--- src/rtl/oam_dma_if.sv ---
// Bus bundle between the OAM DMA engine and the rest of the system: snooped CPU
// write port, CPU run-enable, and the DMA-driven system bus.
interface oam_dma_if;
  logic [15:0] cpu_address;
  logic [7:0]  cpu_out;
  logic        cpu_we;
  logic        cpu_locked;
  logic        dma_active;
  logic [15:0] bus_address;
  logic [7:0]  bus_in;
  logic [7:0]  bus_out;
  logic        bus_rd;
  logic        bus_we;

  // DMA engine side
  modport master (
    input  cpu_address, cpu_out, cpu_we, bus_in,
    output cpu_locked, dma_active, bus_address, bus_out, bus_rd, bus_we
  );

  // System / CPU / memory side
  modport slave (
    output cpu_address, cpu_out, cpu_we, bus_in,
    input  cpu_locked, dma_active, bus_address, bus_out, bus_rd, bus_we
  );
endinterface

--- src/rtl/oam_dma.sv ---
// Sprite-memory DMA: a CPU write to $4014 halts the CPU and copies 256 bytes from
// page {cpu_out,00..FF} to $2004, with reads aligned to even CPU cycles.
module oam_dma (
  input  logic      clock,
  input  logic      reset,
  input  logic      ce,
  oam_dma_if.master dma_io
);

  typedef enum logic [2:0] {
    ST_IDLE  = 3'd0,
    ST_HALT  = 3'd1,
    ST_ALIGN = 3'd2,
    ST_READ  = 3'd3,
    ST_WRITE = 3'd4
  } state_t;

  state_t     state_q, state_d;
  logic [7:0] page_q, page_d;
  logic [7:0] idx_q, idx_d;
  logic [7:0] data_q, data_d;
  logic       par_q, par_d;
  logic       trig_s;
  logic       dma_active_s;

  assign trig_s = dma_io.cpu_we && (dma_io.cpu_address == 16'h4014);

  // State register; every _d already holds its _q value when ce is low.
  always_ff @(posedge clock) begin
    if (reset) begin
      state_q <= ST_IDLE;
      page_q  <= 8'h00;
      idx_q   <= 8'h00;
      data_q  <= 8'h00;
      par_q   <= 1'b0;
    end else begin
      state_q <= state_d;
      page_q  <= page_d;
      idx_q   <= idx_d;
      data_q  <= data_d;
      par_q   <= par_d;
    end
  end

  // Next-state logic; par runs freely so reads always land on par=0.
  always_comb begin
    state_d = state_q;
    page_d  = page_q;
    idx_d   = idx_q;
    data_d  = data_q;
    par_d   = par_q ^ ce;
    if (ce) begin
      case (state_q)
        ST_IDLE: begin
          if (trig_s) begin
            page_d  = dma_io.cpu_out;
            idx_d   = 8'h00;
            state_d = ST_HALT;
          end else begin
            state_d = ST_IDLE;
          end
        end
        ST_HALT: begin
          if (par_q) begin
            state_d = ST_READ;
          end else begin
            state_d = ST_ALIGN;
          end
        end
        ST_ALIGN: state_d = ST_READ;
        ST_READ: begin
          data_d  = dma_io.bus_in;
          state_d = ST_WRITE;
        end
        ST_WRITE: begin
          idx_d = idx_q + 8'd1;
          if (idx_q == 8'hFF) begin
            state_d = ST_IDLE;
          end else begin
            state_d = ST_READ;
          end
        end
        default: state_d = ST_IDLE;
      endcase
    end else begin
      state_d = state_q;
    end
  end

  // Bus outputs decoded purely from registered state.
  always_comb begin
    dma_active_s       = (state_q != ST_IDLE);
    dma_io.bus_rd      = 1'b0;
    dma_io.bus_we      = 1'b0;
    dma_io.bus_address = 16'h0000;
    dma_io.bus_out     = data_q;
    case (state_q)
      ST_READ: begin
        dma_io.bus_rd      = 1'b1;
        dma_io.bus_address = {page_q, idx_q};
      end
      ST_WRITE: begin
        dma_io.bus_we      = 1'b1;
        dma_io.bus_address = 16'h2004;
      end
      default: begin
        dma_io.bus_rd      = 1'b0;
        dma_io.bus_we      = 1'b0;
        dma_io.bus_address = 16'h0000;
      end
    endcase
  end

  assign dma_io.dma_active = dma_active_s;
  // The CPU only runs on enabled cycles the DMA does not own.
  assign dma_io.cpu_locked = ce & ~dma_active_s;

endmodule

--- src/flat_wrapper.sv ---
// flat-port wrapper written by rule: the top's interface ports become plain ports
module oam_dma_flat 
  (clock, reset, ce, dma_io_cpu_address, dma_io_cpu_out, dma_io_cpu_we, dma_io_bus_in, dma_io_cpu_locked, dma_io_dma_active, dma_io_bus_address, dma_io_bus_out, dma_io_bus_rd, dma_io_bus_we);
  oam_dma_if dma_io_i ();
  input  logic clock;
  input  logic reset;
  input  logic ce;
  input wire logic [$bits(dma_io_i.cpu_address)-1:0] dma_io_cpu_address;
  input wire logic [$bits(dma_io_i.cpu_out)-1:0] dma_io_cpu_out;
  input wire logic [$bits(dma_io_i.cpu_we)-1:0] dma_io_cpu_we;
  input wire logic [$bits(dma_io_i.bus_in)-1:0] dma_io_bus_in;
  output wire logic [$bits(dma_io_i.cpu_locked)-1:0] dma_io_cpu_locked;
  output wire logic [$bits(dma_io_i.dma_active)-1:0] dma_io_dma_active;
  output wire logic [$bits(dma_io_i.bus_address)-1:0] dma_io_bus_address;
  output wire logic [$bits(dma_io_i.bus_out)-1:0] dma_io_bus_out;
  output wire logic [$bits(dma_io_i.bus_rd)-1:0] dma_io_bus_rd;
  output wire logic [$bits(dma_io_i.bus_we)-1:0] dma_io_bus_we;
  assign dma_io_i.cpu_address = dma_io_cpu_address;
  assign dma_io_i.cpu_out = dma_io_cpu_out;
  assign dma_io_i.cpu_we = dma_io_cpu_we;
  assign dma_io_i.bus_in = dma_io_bus_in;
  assign dma_io_cpu_locked = dma_io_i.cpu_locked;
  assign dma_io_dma_active = dma_io_i.dma_active;
  assign dma_io_bus_address = dma_io_i.bus_address;
  assign dma_io_bus_out = dma_io_i.bus_out;
  assign dma_io_bus_rd = dma_io_i.bus_rd;
  assign dma_io_bus_we = dma_io_i.bus_we;
  oam_dma u_core (.clock(clock), .reset(reset), .ce(ce), .dma_io(dma_io_i));
endmodule
--- config.mk ---
export PLATFORM = sky130hd
export DESIGN_NAME = oam_dma_flat
export DESIGN_NICKNAME = d
export VERILOG_FILES = /design/src/rtl/oam_dma_if.sv /design/src/rtl/oam_dma.sv /design/src/flat_wrapper.sv
export SDC_FILE = /design/constraint.sdc
export NUM_CORES = 1
export LEC_CHECK = 0
export BUFFER_PORTS_ARGS = -buffer_cell sky130_fd_sc_hd__buf_2
export CORE_MARGIN = 4
export CORE_UTILIZATION = 30
export CTS_BUF_LIST = sky130_fd_sc_hd__clkbuf_4
export CTS_CLUSTER_SIZE = 40
export DETAILED_ROUTE_END_ITERATION = 16
export SLEW_MARGIN = 10
export SYNTH_ARGS = -nofsm -noshare
export SYNTH_HDL_FRONTEND = slang
export SYNTH_SLANG_ARGS = --single-unit
--- constraint.sdc ---
create_clock -name clock -period 3.55 [get_ports clock]
set_clock_uncertainty 0.15 [all_clocks]
set_input_delay 0.5325 -clock clock [delete_from_list [all_inputs] [get_ports clock]]
set_output_delay 0.5325 -clock clock [all_outputs]
set_load 0.01 [all_outputs]
======== Yosys cells after proc, flatten, opt, wreduce, memory -nomap -nowiden ========
Index checks and enable logic that the tools add are counted.
storage, ports and cells
  flip-flop bits (word level) ............. 28
  bits of input ports ..................... 36
  output and inout port bits .............. 28
operators by class
  add/subtract/negate cells ............... 1
  equality and inequality tests ........... 7
  muxes and demuxes ....................... 9
  bitwise logic cells ..................... 3
  reduce and logical (&&, ||, !) cells .... 7
operators by type and width
  cell                    count
  $pmux W16 S2            1
  $eq A16 B15 Y1 const B  1
  $pmux W8 S2             1
  $pmux W3 S5             1
  $add A8 B1 Y8 const B   1
  $eq A8 B8 Y1 const B    1
  $mux W8                 1
  $eq A3 B2 Y1 const B    2
  $reduce_and A3 Y1       2
  $mux W1                 4
  $eq A3 B1 Y1 const B    1
  $eq A3 B3 Y1 const B    1
  $logic_not A3 Y1        1
  $reduce_bool A3 Y1      1
  $mux W2                 1
  $ne A2 B1 Y1 const B    1
  $reduce_and A2 Y1       1
  $reduce_bool A2 Y1      1
  $and A1 B1 Y1           1
  $logic_and A1 B1 Y1     1
  $not A1 Y1              1
  $xor A1 B1 Y1           1

======== Longest topological paths before layout ========
Gate-level depths: netlist of the first run.
  depth in word-level cells ............... 4
  depth in mapped cells ................... 6
  depth with buffers taken out ............ 5

======== Worst setup path before layout of the first run ========
No wires, ideal clock.
  path type ............................... reg-to-output
  start ................................... register u_core.state_q[2]
  end ..................................... output dma_io_bus_address[11]
  data arrival time ....................... 1.190 ns
  slack ................................... 1.678 ns
  cell stages (with the launch flop) ...... 5
  cell sequence ........................... dfxtp_1 > and3b_1 > clkbuf_1 > clkbuf_1 > and2_1
on the way
  longest elaborated chain between the ends .. 2
RTL lines
  item                                                 line                text
  from (decl)                                          oam_dma.sv:18       state_t state_q, state_d;
  from (signal assigned)                               oam_dma.sv:37       state_q <= state_d;
  $eq A3 B3 Y1 / $eq A3 B2 Y1 (equally long branches)  oam_dma.sv:97       case (state_q)
  $pmux W16 S2 *                                       oam_dma.sv:97
  to (decl)                                            flat_wrapper.sv:14  output wire logic [$bits(dma_io_i.bus_address)-1:0] dma_io_bus_address;
Mark *: on every way between the ends. The rest lies on a longest branch, timed or not.

======== Final worst setup path of the first run ========
  start ................................... register u_core.state_q[2]
  end ..................................... output dma_io_bus_address[6]
The elaborated chain is that of the path after synthesis.

==> reports/metrics.json, run 1 <==
{
  "worstSetupEndpointType": {"value": "output pin"},
  "route.vias.total": {"value": 1624},
  "cts-htree-levels": {"value": 1},
  "yosys.area_share.xor_xnor": {"value": 0.546, "unit": "%"},
  "worst_ep_arrival_time": {"value": 1.98, "unit": "ns"},
  "numClockSinks": {"value": 28},
  "power_per_cell_area": {"value": 290, "unit": "nW/um^2"},
  "final_area": {"value": 1990, "unit": "um^2"},
  "antenna_found_initial": {"value": 0},
  "io_buffer_count": {"value": 63},
  "cts.repair.resized": {"value": 0},
  "cts_root_buf": {"value": "sky130_fd_sc_hd__clkbuf_4"},
  "synthesized_cell_area": {"value": 1600, "unit": "um^2"},
  "layout_min_cycle_time": {"value": 2.66, "unit": "ns"},
  "core_area": {"value": 5140, "unit": "um^2"},
  "drt_pre_antenna_iters": {"value": 4},
  "hold-worst-slack": {"value": 0.257, "unit": "ns"},
  "min_period_over_period": {"value": 75.0, "unit": "%"},
  "syn-mean-instance-area": {"value": 7.79, "unit": "um^2"},
  "place.gp.congestion": {"value": 0.770},
  "drt-wirelength-per-cell": {"value": 13.2, "unit": "um"},
  "place_area": {"value": 1930, "unit": "um^2"},
  "number_of_flops_mapped_to_enable_cells_by_yosys": {"value": 0},
  "layout.nets": {"value": 294},
  "max_cap_violations": {"value": 0},
  "first_global_vias": {"value": 1452},
  "wire_length_of_the_first_global_routing_pass": {"value": 6750, "unit": "um"},
  "fraction_of_layout_instances_using_a_drive_strength_above_1": {"value": 29.7, "unit": "%"},
  "fin_setup_tns": {"value": 0, "unit": "ns"},
  "cp_slowest_cell": {"value": "sky130_fd_sc_hd__dfxtp_1"},
  "cts_hold_buffers": {"value": 0},
  "ordered_list_of_cells_on_the_worst_path": {"value": "and3b_1, and2_1, buf_2"},
  "hpwl": {"value": 3070, "unit": "um"},
  "synth-simple-area-share": {"value": 37.3, "unit": "%"},
  "slew_headroom": {"value": 57.1, "unit": "%"},
  "setup-violations-final": {"value": 0},
  "insertion_delay": {"value": 0.34, "unit": "ns"},
  "async_reset_ff_share": {"value": 0, "unit": "%"},
  "diodes": {"value": 0},
  "wl": {"value": 4300, "unit": "um"},
  "synth_top_family_by_area": {"value": "simple AND/OR/NAND/NOR gates"},
  "detailedRoute.firstIterationViolations": {"value": 94},
  "synthToLayoutAreaGrowth": {"value": 23.9, "unit": "%"},
  "synthesized_netlist_net_count": {"value": 243},
  "outcome": {"value": "completed"},
  "path_buf_inv": {"value": 1},
  "post-layout-total-power": {"value": 0.000576, "unit": "W"},
  "worstPathRequired": {"value": 2.87, "unit": "ns"},
  "synthFlopType": {"value": "sky130_fd_sc_hd__dfxtp_1"},
  "path_clk_slew": {"value": 0.16, "unit": "ns"},
  "netlist-cell-type-count": {"value": 44},
  "floorplan.rows": {"value": 26},
  "cts_setup_buffers": {"value": 0},
  "cts_tree": {"value": "yes"},
  "final_cell_mix": {"value": "sky130_fd_sc_hd__buf_2 (63), sky130_fd_sc_hd__nand2_1 (30), sky130_fd_sc_hd__dfxtp_1 (28), sky130_fd_sc_hd__a21oi_1 (26)"},
  "adder_cell_share_of_the_synthesized_area": {"value": 0.780, "unit": "%"},
  "initial_core_util": {"value": 31.2, "unit": "%"},
  "maximum_number_of_pins_on_one_net_before_global_route_repair": {"value": 29},
  "detail_route_antenna_nets": {"value": 0},
  "leftover_overflow_at_the_end_of_global_routing": {"value": 0},
  "ir_drop": {"value": 0.130, "unit": "mV"},
  "critical_path_source_type": {"value": "flip-flop"},
  "postSynthRegisterBits": {"value": 28},
  "max_clock_freq": {"value": 376, "unit": "MHz"},
  "die_w": {"value": 81.1, "unit": "um"},
  "worst-slew-pin-transition": {"value": 0.643, "unit": "ns"},
  "max_stage_delay": {"value": 0.76, "unit": "ns"},
  "io_pins": {"value": 64},
  "timing.hold.worst.class": {"value": "in -> reg"},
  "post_drt_via_cell_ratio": {"value": 4.98},
  "cts_buffers": {"value": 3},
  "die-height": {"value": 81.1, "unit": "um"},
  "cp_max_fo": {"value": 21},
  "drt_drc_violations_left": {"value": 0},
  "grt.total_usage": {"value": 12.8, "unit": "%"},
  "max-clock-path-buffers": {"value": 2},
  "critical_path.top_delay_family": {"value": "flip-flops"},
  "grt_setup_unrepaired": {"value": "false"},
  "worstSetupPathType": {"value": "reg -> out"},
  "timing_hold_violations_final": {"value": 0},
  "final_max_slew_viol_count": {"value": 0},
  "ys.warnings.count": {"value": 0},
  "layout.cells.most_common": {"value": "sky130_fd_sc_hd__buf_2"},
  "netlist_instances": {"value": 206},
  "synth_compound_area_share": {"value": 20.6, "unit": "%"},
  "p_leak": {"value": 0.827, "unit": "nW"},
  "synth-seq-area-share": {"value": 34.9, "unit": "%"},
  "die-area": {"value": 6580, "unit": "um^2"},
  "synth.mux.area_fraction": {"value": 0.624, "unit": "%"}
}
==> sequential cells by signal (all words and copies together), names as in the netlist <==
signal	flops
u_core.state_q	3
u_core.page_q	8
u_core.par_q	1
u_core.idx_q	8
u_core.dma_io.bus_out	8
==> metal layers <==
layer | global-route usage, % | vias to the layer above | wire, um
li1 | - | 832 | -
met1 | 17.4 | 739 | 1960
met2 | 20.7 | 48 | 2010
met3 | 2.00 | 5 | 272
met4 | 4.56 | 0 | 55
met5 | 0 | - | 0
==> Yosys cell counts (2+ instances only) <==
library cell               instances  area share, %
sky130_fd_sc_hd__nor2_1            4           0.94
sky130_fd_sc_hd__nor4b_4           2            3.0
sky130_fd_sc_hd__nor3_1            3           0.94
sky130_fd_sc_hd__and3_1            3            1.2
sky130_fd_sc_hd__nor3b_1           3            1.4
sky130_fd_sc_hd__nand3_1           4            1.2
sky130_fd_sc_hd__o311ai_0          2            1.1
sky130_fd_sc_hd__a31oi_1           4            1.6
sky130_fd_sc_hd__o21ai_0          17            5.3
sky130_fd_sc_hd__nand4_1           8            3.1
sky130_fd_sc_hd__buf_4             2           0.94
sky130_fd_sc_hd__dfxtp_1          28             35
sky130_fd_sc_hd__inv_1             3           0.70
sky130_fd_sc_hd__nand2_1          30            7.0
sky130_fd_sc_hd__and2_1           17            6.6
sky130_fd_sc_hd__clkbuf_1         13            3.0
sky130_fd_sc_hd__a41oi_1           2            1.1
sky130_fd_sc_hd__nand3b_1          3            1.4
sky130_fd_sc_hd__and4bb_2          2            1.6
sky130_fd_sc_hd__a22oi_1           2           0.94
sky130_fd_sc_hd__nor2b_1           6            2.3
sky130_fd_sc_hd__a21oi_1          26            8.1
==> worst reg2reg max path, cell delays in order, from the launching register on <==
cell and delay (ns):
sky130_fd_sc_hd__dfxtp_1 0.54, sky130_fd_sc_hd__nor4b_4 0.67, sky130_fd_sc_hd__nand3_1 0.37, sky130_fd_sc_hd__o21ai_0 0.26, sky130_fd_sc_hd__a21oi_1 0.09
==> final cells by class <==
cell class              count  area [um^2]
fillers                   584         3150
multi-input cells         158          960
flip-flops and latches     28          561
repair buffers             63          315
well taps                  70         87.6
clock inverters             1         30.0
clock buffers               3         22.5
inverters                   3         11.3
==> per-stage QoR <==
stage               util (%)  worst slack, ns  std cells
detailed placement      37.6             1.27        322
floorplan                  -             1.68        206
global route            38.7            0.731        326
global placement        37.6             1.28        322
CTS                     38.7            0.864        326
finish                  38.7            0.889        326
==> cells by family after synthesis <==
| logic type | after synthesis |
|---|---|
| AOI/OAI and AO/OA | 58 |
| xor gates and xnor gates | 1 |
| adders and majority gates | 1 |
| buffers and inverters | 20 |
| DFF | 28 |
| muxes | 1 |
| and+or+nand+nor | 97 |
==> report_power, final <==
| part | total (W) | leakage, nW | switching, W | internal, W |
|---|---|---|---|---|
| logic | 0.0000427 | 0.574 | 0.0000220 | 0.0000208 |
| clock network | 0.000216 | 0.0279 | 0.000102 | 0.000114 |
| registers | 0.000317 | 0.226 | 0.000000858 | 0.000316 |
| total | 0.000576 | 0.827 | 0.000125 | 0.000451 |
==> worst paths after layout <==
kind / from / to / slack, ns / cells after the start
min reg2reg: u_core.dma_io.bus_out[1] / u_core.dma_io.bus_out[1] / 0.31 / 2
min: dma_io_bus_in[1] / u_core.dma_io.bus_out[1] / 0.26 / 3
max: u_core.state_q[2] / dma_io_bus_address[6] / 0.89 / 3
max reg2reg: u_core.state_q[2] / u_core.page_q[2] / 1.35 / 4
No activity file was read; power rests on OpenSTA's default activity.
==> inputs of run 2 (changes only) <==
clock period = 2.3 ns   (was 3.55 ns; I/O delays follow)
==> run 2 against run 1 <==
Compared with the run above:
- cell count is 1.5% higher
- sequential cell count unchanged
- sequential share of layout area is 0.45 points lower
- total power increased by 55%
- routed wire length grew 1.8%
- register-to-register slack worse by 0.80 ns
- non-clock buffer count rose by 5
- worst hold slack worse by 0.19 ns
- critical path depth up 1
- first-iteration DRC count grew 37%
- critical endpoint is now dma_io_bus_address[4]
- highest routed layer unchanged
==> reports/metrics.json, run 2 (synthesized netlist as in run 1, its figures left out) <==
{
  "drt_drc_violations_left": {"value": 0, "change": "unchanged"},
  "drt_pre_antenna_iters": {"value": 4, "change": "unchanged"},
  "hpwl": {"value": 3190, "unit": "um", "change": "+3.7%"},
  "cts-htree-levels": {"value": 1, "change": "unchanged"},
  "place.gp.congestion": {"value": 0.824, "change": "+7.1%"},
  "critical_path.top_delay_family": {"value": "flip-flops"},
  "nFillCells": {"value": 574, "change": "-1.7%"},
  "max-clock-path-buffers": {"value": 2, "change": "unchanged"},
  "post_drt_via_cell_ratio": {"value": 4.99, "change": "+0.19%"},
  "drt-wirelength-per-cell": {"value": 13.2, "unit": "um", "change": "+0.30%"},
  "path_clk_slew": {"value": 0.16, "unit": "ns", "change": "about the same"},
  "cts_tree": {"value": "yes"},
  "grt_setup_unrepaired": {"value": "false"},
  "wl": {"value": 4380, "unit": "um", "change": "+1.8%"},
  "floorplan.rows": {"value": 26, "change": "unchanged"},
  "power_per_cell_area": {"value": 439, "unit": "nW/um^2", "change": "+52%"},
  "first_global_vias": {"value": 1451, "change": "-0.069%"},
  "layout.nets": {"value": 299, "change": "+1.7%"},
  "outcome": {"value": "completed"},
  "p_leak": {"value": 0.854, "unit": "nW", "change": "+3.3%"},
  "worst_ep_arrival_time": {"value": 1.56, "unit": "ns", "change": "-0.42 ns"},
  "worstSetupPathType": {"value": "reg -> out"},
  "critical_path_source_type": {"value": "flip-flop"},
  "fin_util": {"value": 39.5, "unit": "%", "change": "+0.80 points"},
  "timing.hold.worst.class": {"value": "in -> reg"},
  "max_cap_violations": {"value": 0, "change": "unchanged"},
  "wire_length_of_the_first_global_routing_pass": {"value": 6960, "unit": "um", "change": "+3.2%"},
  "final_max_slew_viol_count": {"value": 0, "change": "unchanged"},
  "worstSetupEndpointType": {"value": "output pin"},
  "diodes": {"value": 0, "change": "unchanged"},
  "leftover_overflow_at_the_end_of_global_routing": {"value": 0, "change": "unchanged"},
  "slew_headroom": {"value": 63.5, "unit": "%", "change": "+6.4 points"},
  "min_period_over_period": {"value": 89.5, "unit": "%"},
  "max_clock_freq": {"value": 486, "unit": "MHz"},
  "fin_setup_tns": {"value": 0, "unit": "ns", "change": "unchanged"},
  "io_buffer_count": {"value": 63, "change": "unchanged"},
  "initial_core_util": {"value": 31.2, "unit": "%", "change": "unchanged"},
  "layout_min_cycle_time": {"value": 2.06, "unit": "ns"},
  "maximum_number_of_pins_on_one_net_before_global_route_repair": {"value": 29, "change": "unchanged"},
  "final_cell_count_no_fill": {"value": 331, "change": "+1.5%"},
  "numClockSinks": {"value": 28, "change": "unchanged"},
  "insertion_delay": {"value": 0.33, "unit": "ns", "change": "about the same"},
  "antenna_found_initial": {"value": 0, "change": "unchanged"},
  "cts_root_buf": {"value": "sky130_fd_sc_hd__clkbuf_4"},
  "io_pins": {"value": 64, "change": "unchanged"},
  "setup-violations-final": {"value": 0, "change": "unchanged"},
  "cp_max_fo": {"value": 13, "change": "-38%"},
  "worst-slew-pin-transition": {"value": 0.547, "unit": "ns", "change": "-0.0956 ns"},
  "route.vias.total": {"value": 1652, "change": "+1.7%"},
  "place.detailed.instances": {"value": 327, "change": "+1.6%"},
  "layout.cells.most_common": {"value": "sky130_fd_sc_hd__buf_2"},
  "fraction_of_layout_instances_using_a_drive_strength_above_1": {"value": 32.2, "unit": "%", "change": "+2.5 points"},
  "cts_hold_buffers": {"value": 0, "change": "unchanged"},
  "die_w": {"value": 81.1, "unit": "um", "change": "unchanged"},
  "die-height": {"value": 81.1, "unit": "um", "change": "unchanged"},
  "final_cell_mix": {"value": "sky130_fd_sc_hd__buf_2 (63), sky130_fd_sc_hd__nand2_1 (30), sky130_fd_sc_hd__a21oi_1 (26), sky130_fd_sc_hd__dfxtp_1 (26)"},
  "detailedRoute.firstIterationViolations": {"value": 129, "change": "+37%"},
  "grt.total_usage": {"value": 13.2, "unit": "%", "change": "+0.34 points"},
  "path_buf_inv": {"value": 2, "change": "+1"},
  "core_area": {"value": 5140, "unit": "um^2", "change": "unchanged"},
  "worstPathRequired": {"value": 1.80, "unit": "ns", "change": "-1.07 ns"},
  "timing_hold_violations_final": {"value": 0, "change": "unchanged"},
  "detail_route_antenna_nets": {"value": 0, "change": "unchanged"},
  "cts_buffers": {"value": 3, "change": "unchanged"},
  "cp_slowest_cell": {"value": "sky130_fd_sc_hd__dfxtp_2"},
  "ordered_list_of_cells_on_the_worst_path": {"value": "and3b_2, buf_4, and2_1, buf_2"},
  "max_stage_delay": {"value": 0.48, "unit": "ns", "change": "-0.28 ns"},
  "ir_drop": {"value": 0.198, "unit": "mV", "change": "+53%"},
  "die-area": {"value": 6580, "unit": "um^2", "change": "unchanged"},
  "synthToLayoutAreaGrowth": {"value": 26.4, "unit": "%"}
}
run 2: cell types whose count changed in the layout (fill, tap and decap cells not counted):
cell and delta:
sky130_fd_sc_hd__and3b_1 -1, sky130_fd_sc_hd__dfxtp_2 +2, sky130_fd_sc_hd__buf_4 +5, sky130_fd_sc_hd__dfxtp_1 -2, sky130_fd_sc_hd__and3b_2 +1
run 2: metrics by stage:
step | hold slack (ns) | total power [W] | worst slack (ns) | instance area (um^2)
after floorplan | 0.295 | 0.000527 | 0.542 | 1600
after detailed placement | 0.295 | 0.000566 | 0.379 | 1970
final | 0.0679 | 0.000891 | 0.242 | 2030
after global placement | 0.290 | 0.000566 | 0.361 | 1970
after CTS | 0.0546 | 0.000902 | 0.0763 | 2030
after global routing | 0.0462 | 0.000922 | 0.112 | 2030
run 2: worst paths after layout:
kind / slack, ns / from / to / depth (start not counted)
setup / recovery: 0.24 / u_core.state_q[0] / dma_io_bus_address[4] / 4
hold / removal: 0.07 / dma_io_bus_in[1] / u_core.dma_io.bus_out[1] / 3
setup reg to reg: 0.55 / u_core.state_q[0] / u_core.state_q[0] / 4
hold reg to reg: 0.31 / u_core.dma_io.bus_out[3] / u_core.dma_io.bus_out[3] / 2
run 2: worst reg2reg max path, cell delays in order (launching register included):
cell and delay, ns:
sky130_fd_sc_hd__dfxtp_2 0.41, sky130_fd_sc_hd__or3b_1 0.54, sky130_fd_sc_hd__a41oi_1 0.29, sky130_fd_sc_hd__nor3_1 0.10, sky130_fd_sc_hd__a211oi_1 0.18
run 2: final cells by class:
type	count	area (um^2)	area share [%]
multi-input cells	158	961	47.4
flip-flops and latches	28	563	27.8
repair buffers	68	353	17.4
well taps	70	87.6	4.32
clock inverters	1	30.0	1.48
clock buffers	3	22.5	1.11
inverters	3	11.3	0.555
run 2: routing by layer:
metal  vias to the layer above  GRT usage [%]  wire [um]
met1                       754           17.5       1980
met4                         0           4.05         32
met5                         -              0          0
met3                         2           2.66        284
met2                        52           21.5       2080
li1                        844              -          -
run 2: timing repair:
| action | 4_1_cts | 5_1_grt |
|---|---|---|
| hold endpoints to repair | 0 | 0 |
| setup buffers | 0 | 0 |
| endpoints found under the setup margin | 11 | 11 |
| resized for setup | 1 | 2 |
| pin swaps | 0 | 0 |
run 2: where the power goes:
group / switching, W / internal (W) / total [W] / leakage (nW)
registers: 0.00000127 / 0.000487 / 0.000489 / 0.227
clock network: 0.000159 / 0.000176 / 0.000336 / 0.0279
logic: 0.0000339 / 0.0000332 / 0.0000671 / 0.600
total: 0.000194 / 0.000697 / 0.000891 / 0.854
==> inputs of run 3 (changes only) <==
ABC_AREA = 1   (was not set)
CORE_MARGIN = not set   (was 4)
HOLD_SLACK_MARGIN = 0.1   (was not set)
==> run 3 against run 2 <==
Compared with the run above:
- count of clock-buffer cells in the layout stayed put
- cell area is 1.7% higher
- critical path depth is 1 higher
- synthesized cell count is 19% higher
- maximum frequency is 0.42% higher
- via count is 1.8% higher
- largest power group unchanged
==> reports/metrics.json, run 3 <==
{
  "outcome": {"value": "completed"},
  "ir_drop": {"value": 0.170, "unit": "mV", "change": "-14%"},
  "timing.reg2reg.setup_slack": {"value": 0.63, "unit": "ns", "change": "+0.08 ns"},
  "final_max_slew_viol_count": {"value": 0, "change": "unchanged"},
  "cts_tree": {"value": "yes"},
  "power_per_cell_area": {"value": 431, "unit": "nW/um^2", "change": "-1.8%"},
  "crit_start": {"value": "u_core.state_q[1]"},
  "place_area": {"value": 1930, "unit": "um^2", "change": "-2.1%"},
  "netlist-cell-type-count": {"value": 27, "change": "-39%"},
  "crit-reg2reg-launch": {"value": "u_core.state_q[1]"},
  "fin_setup_tns": {"value": 0, "unit": "ns", "change": "unchanged"},
  "io_pins": {"value": 64, "change": "unchanged"},
  "insertion_delay": {"value": 0.33, "unit": "ns", "change": "about the same"},
  "worstSetupEndpointType": {"value": "output pin"},
  "worstPathRequired": {"value": 1.80, "unit": "ns", "change": "about the same"},
  "die_w": {"value": 74.0, "unit": "um", "change": "-8.7%"},
  "die-area": {"value": 5480, "unit": "um^2", "change": "-17%"},
  "leftover_overflow_at_the_end_of_global_routing": {"value": 0, "change": "unchanged"},
  "hpwl": {"value": 2910, "unit": "um", "change": "-8.7%"},
  "worst-slew-pin-transition": {"value": 0.518, "unit": "ns", "change": "-0.0294 ns"},
  "antenna_found_initial": {"value": 0, "change": "unchanged"},
  "io_buffer_count": {"value": 63, "change": "unchanged"},
  "wl": {"value": 3870, "unit": "um", "change": "-12%"},
  "final-seq-area": {"value": 561, "unit": "um^2", "change": "-0.44%"},
  "post-synth-top-count-cell": {"value": "sky130_fd_sc_hd__nand2_1"},
  "numClockSinks": {"value": 28, "change": "unchanged"},
  "min_period_over_period": {"value": 89.1, "unit": "%", "change": "-0.37 points"},
  "synth.largest_area_cell": {"value": "sky130_fd_sc_hd__dfxtp_1"},
  "die-height": {"value": 74.0, "unit": "um", "change": "-8.7%"},
  "slew_headroom": {"value": 65.5, "unit": "%", "change": "+2.0 points"},
  "diodes": {"value": 0, "change": "unchanged"},
  "cts_root_buf": {"value": "sky130_fd_sc_hd__clkbuf_4"},
  "ys_top_cells_by_count": {"value": "sky130_fd_sc_hd__nand2_1 (57), sky130_fd_sc_hd__nor2_1 (49), sky130_fd_sc_hd__dfxtp_1 (28), sky130_fd_sc_hd__inv_1 (25), sky130_fd_sc_hd__nand3_1 (18)"},
  "cp_max_fo": {"value": 14, "change": "+1"},
  "detail_route_antenna_nets": {"value": 0, "change": "unchanged"},
  "first_global_vias": {"value": 1495, "change": "+3.0%"},
  "detailedRoute.firstIterationViolations": {"value": 61, "change": "-53%"},
  "synthesized_cell_area": {"value": 1560, "unit": "um^2", "change": "-3.0%"},
  "final_cell_mix": {"value": "sky130_fd_sc_hd__buf_2 (63), sky130_fd_sc_hd__nand2_1 (57), sky130_fd_sc_hd__nor2_1 (49), sky130_fd_sc_hd__dfxtp_1 (28), sky130_fd_sc_hd__inv_1 (25)"},
  "place.detailed.instances": {"value": 370, "change": "+13%"},
  "fraction_of_layout_instances_using_a_drive_strength_above_1": {"value": 27.6, "unit": "%", "change": "-4.6 points"},
  "number_of_flops_mapped_to_enable_cells_by_yosys": {"value": 0, "change": "unchanged"},
  "post_drt_via_cell_ratio": {"value": 4.40, "change": "-12%"},
  "maximum_number_of_pins_on_one_net_before_global_route_repair": {"value": 27, "change": "-6.9%"},
  "yosysTopAreaCellShare": {"value": 36.0, "unit": "%", "change": "+1.1 points"},
  "synthesized_netlist_net_count": {"value": 283, "change": "+16%"},
  "nFillCells": {"value": 526, "change": "-8.4%"},
  "final_area": {"value": 2060, "unit": "um^2", "change": "+1.7%"},
  "grt.total_usage": {"value": 15.2, "unit": "%", "change": "+2.1 points"},
  "grt_setup_unrepaired": {"value": "false"},
  "ys.warnings.count": {"value": 0, "change": "unchanged"},
  "placement.setup.worst_slack": {"value": 0.428, "unit": "ns", "change": "+0.0482 ns"},
  "max-clock-path-buffers": {"value": 2, "change": "unchanged"},
  "synth-seq-area-share": {"value": 36.0, "unit": "%", "change": "+1.1 points"},
  "yosys-top-cells-area": {"value": "sky130_fd_sc_hd__dfxtp_1 (36%), sky130_fd_sc_hd__nand2_1 (14%), sky130_fd_sc_hd__nor2_1 (12%)"},
  "floorplan.rows": {"value": 25, "change": "-3.8%"},
  "endpoint": {"value": "dma_io_bus_address[1]"},
  "async_reset_ff_share": {"value": 0, "unit": "%", "change": "unchanged"},
  "path_clk_slew": {"value": 0.15, "unit": "ns", "change": "about the same"},
  "setup_ws": {"value": 0.251, "unit": "ns", "change": "+0.00858 ns"},
  "cts_setup_buffers": {"value": 0, "change": "unchanged"},
  "layout_min_cycle_time": {"value": 2.05, "unit": "ns", "change": "-0.00858 ns"},
  "core_area": {"value": 4850, "unit": "um^2", "change": "-5.7%"},
  "multiInputGateArea": {"value": 843, "unit": "um^2", "change": "-12%"},
  "drt_pre_antenna_iters": {"value": 4, "change": "unchanged"},
  "drt_drc_violations_left": {"value": 0, "change": "unchanged"},
  "layout.nets": {"value": 353, "change": "+18%"},
  "synthToLayoutAreaGrowth": {"value": 32.6, "unit": "%"},
  "critical_path_source_type": {"value": "flip-flop"},
  "setup-violations-final": {"value": 0, "change": "unchanged"},
  "timing_hold_violations_final": {"value": 0, "change": "unchanged"},
  "postSynthRegisterBits": {"value": 28, "change": "unchanged"},
  "cts_buffers": {"value": 3, "change": "unchanged"},
  "worstSetupPathType": {"value": "reg -> out"},
  "wire_length_of_the_first_global_routing_pass": {"value": 6610, "unit": "um", "change": "-5.1%"},
  "netlist_instances": {"value": 246, "change": "+19%"},
  "worstReg2RegEnd": {"value": "u_core.dma_io.bus_out[0]"},
  "hold-worst-slack": {"value": 0.159, "unit": "ns", "change": "+0.0914 ns"},
  "drt-wirelength-per-cell": {"value": 10.1, "unit": "um", "change": "-23%"},
  "cts-htree-levels": {"value": 1, "change": "unchanged"},
  "timing.hold.worst.class": {"value": "in -> reg"},
  "max_cap_violations": {"value": 0, "change": "unchanged"},
  "route.vias.total": {"value": 1681, "change": "+1.8%"},
  "max_clock_freq": {"value": 488, "unit": "MHz", "change": "+0.42%"},
  "place.gp.congestion": {"value": 0.797, "change": "-3.3%"},
  "initial_core_util": {"value": 32.1, "unit": "%", "change": "+0.90 points"},
  "rr_worst_depth": {"value": 6, "change": "+2"},
  "p_leak": {"value": 0.897, "unit": "nW", "change": "+5.0%"},
  "synthFlopType": {"value": "sky130_fd_sc_hd__dfxtp_1"},
  "layout.cells.most_common": {"value": "sky130_fd_sc_hd__buf_2"},
  "syn-mean-instance-area": {"value": 6.33, "unit": "um^2", "change": "-19%"},
  "final_cell_count_no_fill": {"value": 382, "change": "+15%"},
  "worst_ep_arrival_time": {"value": 1.55, "unit": "ns", "change": "about the same"}
}
-- run 3: cell types whose count changed in the layout (fill, tap and decap cells not counted), moves of 4 or more --
cell | previous run | this run
sky130_fd_sc_hd__inv_2 | 0 | 4
sky130_fd_sc_hd__nand4_1 | 8 | 1
sky130_fd_sc_hd__nand2_1 | 30 | 57
sky130_fd_sc_hd__o21ai_0 | 17 | 2
sky130_fd_sc_hd__nor2_1 | 4 | 49
sky130_fd_sc_hd__a31oi_1 | 4 | 0
sky130_fd_sc_hd__dlygate4sd3_1 | 0 | 8
sky130_fd_sc_hd__nand3_1 | 4 | 18
sky130_fd_sc_hd__a21oi_1 | 26 | 17
sky130_fd_sc_hd__and2_1 | 17 | 1
sky130_fd_sc_hd__nor2b_1 | 6 | 0
sky130_fd_sc_hd__nor3_1 | 3 | 17
sky130_fd_sc_hd__inv_1 | 3 | 25
-- run 3: routing by layer --
metal  up-vias  part of all wire [%]  wire (um)  track usage [%]
li1        914                     -          -                -
met1       732                    49       1900             20.1
met2        30                    46       1790             25.8
met3         5                   3.7        144             2.44
met4         0                  0.93         36             4.06
met5         -                     0          0                0
-- run 3: worst min path at each step --
stage	start	end	slack, ns	depth (start not counted)
global placement	u_core.dma_io.bus_out[7]	u_core.dma_io.bus_out[7]	0.30	2
floorplan	u_core.idx_q[3]	u_core.idx_q[3]	0.32	2
CTS	dma_io_cpu_out[3]	u_core.page_q[3]	0.16	3
detailed placement	u_core.dma_io.bus_out[4]	u_core.dma_io.bus_out[4]	0.30	2
global route	dma_io_cpu_out[7]	u_core.page_q[7]	0.16	3
finish	dma_io_cpu_out[3]	u_core.page_q[3]	0.16	3
-- run 3: cells by family (layout without fill, tap and decap cells) --
| kind of cell | after synthesis | after routing | synth area share, % |
|---|---|---|---|
| compound gates | 21 | 21 | 6.99 |
| xor+xnor | 1 | 1 | 0.563 |
| fa+ha+maj | 1 | 1 | 0.804 |
| buf+inv | 38 | 107 | 9.81 |
| flops | 28 | 28 | 36.0 |
| simple gates | 157 | 157 | 45.8 |
-- run 3: worst max-delay path, stage by stage (launching register included) --
cell and delay [ns]:
sky130_fd_sc_hd__dfxtp_1 0.44, sky130_fd_sc_hd__inv_1 0.07, sky130_fd_sc_hd__nor3_2 0.24, sky130_fd_sc_hd__inv_2 0.20
sky130_fd_sc_hd__nor2_1 0.13, sky130_fd_sc_hd__buf_2 0.14
-- run 3: power by group --
part           switching, W  leakage (nW)  internal, W
clock network      0.000148        0.0279     0.000176
registers        0.00000115         0.226     0.000487
logic             0.0000380         0.643    0.0000393
-- run 3: stage by stage --
stage / power (W) / utilization (%)
detailed placement: 0.000566 / 39.8
CTS: 0.000906 / 42.6
floorplan: 0.000529 / -
global placement: 0.000566 / 39.8
global route: 0.000932 / 42.6
finish: 0.000890 / 42.6
-- run 3: cell type report --
cell class,instances,area share [%]
repair buffers,73,19.9
clock inverters,1,1.46
flip-flops and latches,28,27.2
clock buffers,3,1.09
multi-input cells,180,40.9
inverters,30,5.46
well taps,67,4.06
-- run 3: timing repair --
item / 4_1_cts / 5_1_grt
hold buffers: 8 / 0
endpoints found under the hold margin: 8 / 0
gates resized for setup: 0 / 0
